<file path="src/rtl/run_length_detector.sv">
// -----------------------------------------------------------------------------
// run_length_detector
//
// Samples a serial bit stream on valid cycles and flags runs of RUN_LEN equal
// bits. The polarities that may raise the flag are chosen at run time through
// mode. OVERLAP is fixed at build time:
//   1: the flag stays up for as long as the run continues.
//   0: counting restarts after every detection, so a long run gives one
//      detection every RUN_LEN equal bits.
// The block also exposes the current (saturating) run length and a wrapping
// count of detection events.
//
// Ports
//   clk      in   1      rising-edge clock
//   rst      in   1      asynchronous, active-low reset
//   clr      in   1      synchronous clear of run state and evt_cnt (wins over w_valid)
//   w_valid  in   1      w is sampled only when high
//   w        in   1      serial data bit
//   mode     in   2      00 both polarities, 01 ones only, 10 zeros only, 11 off
//   z        out  1      registered level: current run qualifies
//   z_pol    out  1      polarity of the current run (last sampled bit)
//   hit      out  1      one-cycle pulse on each new detection
//   run_cnt  out  CNT_W  current run length, saturating at RUN_LEN
//   evt_cnt  out  EVT_W  number of hit pulses, wraps modulo 2^EVT_W
//
// Parameter legality (RUN_LEN in 2..255, 2^CNT_W-1 >= RUN_LEN) is the
// integrator's responsibility.
// -----------------------------------------------------------------------------
module run_length_detector #(
  parameter int unsigned RUN_LEN = 4,
  parameter int unsigned CNT_W   = 8,
  parameter int unsigned EVT_W   = 8,
  parameter bit          OVERLAP = 1'b1
) (
  input  logic             clk,
  input  logic             rst,
  input  logic             clr,
  input  logic             w_valid,
  input  logic             w,
  input  logic [1:0]       mode,
  output logic             z,
  output logic             z_pol,
  output logic             hit,
  output logic [CNT_W-1:0] run_cnt,
  output logic [EVT_W-1:0] evt_cnt
);

  localparam logic [CNT_W-1:0] RUN_MAX = CNT_W'(RUN_LEN);
  localparam logic [CNT_W-1:0] CNT_ONE = CNT_W'(1);
  localparam logic [CNT_W-1:0] CNT_ZERO = CNT_W'(0);
  localparam logic [EVT_W-1:0] EVT_ONE = EVT_W'(1);
  localparam logic [EVT_W-1:0] EVT_ZERO = EVT_W'(0);

  // EMPTY: no bit held since reset or clear. RUN: z_pol_r/run_cnt_r are valid.
  typedef enum logic [0:0] {
    ST_EMPTY = 1'b0,
    ST_RUN   = 1'b1
  } state_t;

  // Polarity enable decoded from mode.
  function automatic logic pol_en(input logic [1:0] m, input logic p);
    logic en;
    case (m)
      2'b00:   en = 1'b1;
      2'b01:   en = p;
      2'b10:   en = ~p;
      default: en = 1'b0;
    endcase
    return en;
  endfunction

  state_t           state_r, state_s;
  logic             z_pol_r, z_pol_s;
  logic [CNT_W-1:0] run_cnt_r, run_cnt_s;
  logic             restart_r, restart_s;
  logic             z_r, z_s;
  logic             hit_r, hit_s;
  logic [EVT_W-1:0] evt_cnt_r, evt_cnt_s;

  // State and output registers with asynchronous reset.
  always_ff @(posedge clk or negedge rst) begin
    if (!rst) begin
      state_r   <= ST_EMPTY;
      z_pol_r   <= 1'b0;
      run_cnt_r <= CNT_ZERO;
      restart_r <= 1'b0;
      z_r       <= 1'b0;
      hit_r     <= 1'b0;
      evt_cnt_r <= EVT_ZERO;
    end else begin
      state_r   <= state_s;
      z_pol_r   <= z_pol_s;
      run_cnt_r <= run_cnt_s;
      restart_r <= restart_s;
      z_r       <= z_s;
      hit_r     <= hit_s;
      evt_cnt_r <= evt_cnt_s;
    end
  end

  // Next-state, run-length, detection and event-count logic.
  always_comb begin
    state_s   = state_r;
    z_pol_s   = z_pol_r;
    run_cnt_s = run_cnt_r;
    restart_s = restart_r;
    z_s       = 1'b0;
    hit_s     = 1'b0;
    evt_cnt_s = evt_cnt_r;

    if (clr) begin
      // Clear dominates; a sample presented in the same cycle is discarded.
      state_s   = ST_EMPTY;
      z_pol_s   = 1'b0;
      run_cnt_s = CNT_ZERO;
      restart_s = 1'b0;
      evt_cnt_s = EVT_ZERO;
    end else begin
      if (w_valid) begin
        // Any sample consumes a pending restart.
        restart_s = 1'b0;
        case (state_r)
          ST_EMPTY: begin
            state_s   = ST_RUN;
            z_pol_s   = w;
            run_cnt_s = CNT_ONE;
          end
          ST_RUN: begin
            if (w != z_pol_r) begin
              z_pol_s   = w;
              run_cnt_s = CNT_ONE;
            end else if (restart_r) begin
              // Non-overlapping mode: the first equal bit after a hit starts a fresh count.
              run_cnt_s = CNT_ONE;
            end else if (run_cnt_r >= RUN_MAX) begin
              run_cnt_s = RUN_MAX;
            end else begin
              run_cnt_s = run_cnt_r + CNT_ONE;
            end
          end
          default: begin
            state_s   = ST_EMPTY;
            run_cnt_s = CNT_ZERO;
          end
        endcase
      end else begin
        // No sample: run state holds; z is re-evaluated so mode changes still apply.
        run_cnt_s = run_cnt_r;
      end

      z_s   = (run_cnt_s == RUN_MAX) && pol_en(mode, z_pol_s);
      // A rising qualification is a new detection; with OVERLAP=0 z falls after every
      // hit, so this also covers each restarted run reaching RUN_LEN again.
      hit_s = z_s & ~z_r;

      if (hit_s) begin
        evt_cnt_s = evt_cnt_r + EVT_ONE;
        if (!OVERLAP) begin
          restart_s = 1'b1;
        end else begin
          restart_s = 1'b0;
        end
      end else begin
        evt_cnt_s = evt_cnt_r;
      end
    end
  end

  assign z       = z_r;
  assign z_pol   = z_pol_r;
  assign hit     = hit_r;
  assign run_cnt = run_cnt_r;
  assign evt_cnt = evt_cnt_r;

endmodule

</file>
<file path="config.mk">
export PLATFORM = sky130hd
export DESIGN_NAME = run_length_detector
export DESIGN_NICKNAME = d
export VERILOG_FILES = /design/src/rtl/run_length_detector.sv
export SDC_FILE = /design/constraint.sdc
export NUM_CORES = 1
export LEC_CHECK = 0
export ABC_AREA = 1
export CAP_MARGIN = 20
export CORE_UTILIZATION = 30
export CTS_CLUSTER_SIZE = 40
export DETAILED_ROUTE_END_ITERATION = 12
export GPL_ROUTABILITY_DRIVEN = 0
export SETUP_SLACK_MARGIN = 0.15
export SYNTH_ARGS = -nofsm -noshare
export SYNTH_HDL_FRONTEND = slang
export SYNTH_SLANG_ARGS = --single-unit
export TNS_END_PERCENT = 5
</file>
<file path="constraint.sdc">
create_clock -name clk -period 1.6 [get_ports clk]
set_clock_uncertainty 0.05 [all_clocks]
set_input_delay 0.24 -clock clk [delete_from_list [all_inputs] [get_ports clk]]
set_output_delay 0.24 -clock clk [all_outputs]
set_load 0.02 [all_outputs]
</file>
==> metrics.txt <==
run status complete, but fails checks; failing checks negative setup slack; Max Cap Violations 0; port bufs 25; I/O pins 26; Max Slew Vio Count 0; syn_area_per_cell 8.34 um^2; number of global-route vias before repair 1147; largest net degree at the start of global routing 21; CTS max path bufs 2; Die ar. 4180 um^2; CP Cell Sequence inv_2 > ha_4 > nand2_4 > nor2_4 > nand2_2 > buf_4 > buf_4 > buf_4 > buf_4 > buf_4 > a21oi_2; Setup CP Type reg2reg; fin util 0.469; critical-path maximum fanout 3; Ant. Diodes 0; Critical Path End Type flop; mapped cell area between 1000 and 1500 um^2; number of flops mapped to enable cells by yosys 0; Root Driver clkbuf_8; register-to-register setup slack -0.16 ns; CP required approximately 1.7 ns; Leak 0.000937 uW; Final Critical Period between 1.5 and 2 ns; Worst path most repeated cell buf_4; Die H approximately 65 um; Final Hold Viols 0; GRT Util Overall 0.149; commonest non-fill, non-tap cell in the layout buf_4; first-pass GRT wire length 4910 um; Mapped Nets approximately 150; post-synthesis register bit count 20; Ys Warns 0; slew margin rel. 0.705; share of layout cells above drive strength 1 0.272; CP startpoint kind flop; Clock transition at path regs approximately 0.08 ns; VDD IR max approximately 0.34 mV; Main synth FF type dfrtp_1; Net count, final approximately 200; DIE WIDTH 64.6 um; slowest stage delay, CP 0.39 ns; Skew-Pair Late Insertion Delay between 0.2 and 0.3 ns; PnR worst setup slack -0.157 ns; cells after synthesis between 100 and 150; drt wl/cell between 10 and 15 um; post-DP HPWL between 1500 and 2000 um; CP max-delay cell dfrtp_2; CTS tree done; Syn-to-layout area delta 48.2%; Worst EP arrival around 1.9 ns; sequential share of the synthesized area 0.426; Tot Pwr 1180 uW; TritonRoute pass-1 iters 4; Routed WL about 2800 um; GR Overflow Total 0; worst hold path type in2async; # fillers about 380; CTS H-tree depth 1; TritonCTS buffer count 3; Synth async-reset ratio 1.00; Starting Density 0.316; FMAX between 0.5 and 0.6 GHz; final setup violating endpoints 11; Worst-Margin Slew 0.442 ns; Std-Cell Rows 22; initial antenna violation count 0; Hold Buf Count CTS 0; # clock sinks 20; DR vias/cell about 4.7; DRC violations left 0; R2R depth 11; initial DRC count between 50 and 60; final hold slack 0.263 ns; via count around 1100; r2r startpoint z_pol; Post-DRT Antenna Nets 0; final worst path period share 1.10; core area approximately 3700 um^2; R2R Path End run_cnt[2]; Synth cell types 25; most frequent cells in the layout buf_4, nor2_1, nand2_1, dfrtp_1, dlygate4sd2_1; power per cell area 674 nW/um^2; RSZ-0062 raised after global routing true
synth_stat cells (all sizes together), types with 3 or more instances:
cell type / count / area [um^2]
buf: 3 / 20.0
xnor2: 3 / 26.3
dfrtp: 20 / 500
xor2: 3 / 26.3
ha: 5 / 62.6
nor3: 3 / 15.0
nand2: 27 / 119
a21oi: 3 / 15.0
nand3: 13 / 70.1
nor2: 27 / 126
nand4: 12 / 90.1
inv: 17 / 66.3
cell type report:
cell class              count  area, um^2  area share
flip-flops and latches     20         502       0.288
repair buffers             49         407       0.233
clock inverters             1        30.0      0.0172
multi-input cells         100         633       0.363
inverters                  18        70.1      0.0402
clock buffers               3        41.3      0.0237
well taps                  48        60.1      0.0345
state kept, by name, indices dropped and copies added, names as in the netlist:
signal and cells:
run_cnt 8, state_r 1, z 1, hit 1
evt_cnt 8, z_pol 1
routing by layer:
| metal | vias to the layer above | wire [um] | GRT usage |
|---|---|---|---|
| met5 | - | 0 | 0 |
| met4 | 0 | 13 | 0.0583 |
| met3 | 2 | 101 | 0.0246 |
| met2 | 28 | 1430 | 0.249 |
| met1 | 532 | 1280 | 0.192 |
| li1 | 556 | - | - |
worst max-delay path by stage:
stage | cells after the start | start | slack [ns] | to
2_1_floorplan | 12 | z_pol | -0.08 | evt_cnt[3]
6_report | 11 | z_pol | -0.16 | run_cnt[2]
3_3_place_gp | 10 | w | -0.44 | evt_cnt[5]
4_1_cts | 10 | z_pol | -0.19 | evt_cnt[5]
3_5_place_dp | 10 | w | -0.50 | evt_cnt[2]
5_1_grt | 10 | z_pol | -0.30 | evt_cnt[5]
metrics by stage:
step                      setup slack, ns  instances  setup TNS, ns  cell area, um^2
after CTS                          -0.189        238          -1.46             1730
after global placement             -0.442        230          -4.23             1610
final                              -0.157        239          -1.22             1740
after floorplan                   -0.0836        141         -0.666             1180
after detailed placement           -0.504        230          -5.01             1610
after global routing               -0.297        239          -2.50             1740
worst max-delay path, delay by kind of cell (launching register included):
family,cells,cell delay [ns]
fa+ha+maj,1,0.26
flops,1,0.39
buf+inv,6,0.66
simple gates,3,0.23
compound gates,1,0.10
power breakdown:
part | internal (uW) | switching, uW | total (uW)
Clock | 334 | 169 | 503
Combinational | 70.3 | 85.1 | 155
Sequential | 511 | 5.48 | 517
Total | 915 | 260 | 1180
timing repair:
action	4_1_cts	5_1_grt
buffers inserted	4	1
resized for setup	31	2
endpoints found under the setup margin	29	13
pin swaps	9	9
gates cloned	0	0
logic make-up (layout without fill, tap and decap cells):
group | count (synthesis) | after routing | share of synthesized area
XOR/XNOR | 6 | 6 | 0.0447
AND/OR/NAND/NOR | 85 | 85 | 0.381
buffers and inverters | 21 | 71 | 0.0766
adder cells (fa/ha/maj) | 5 | 5 | 0.0532
flip-flops | 20 | 20 | 0.426
AO/OA/AOI/OAI | 4 | 4 | 0.0191
Note: power is estimated with default switching activity, not from simulation.
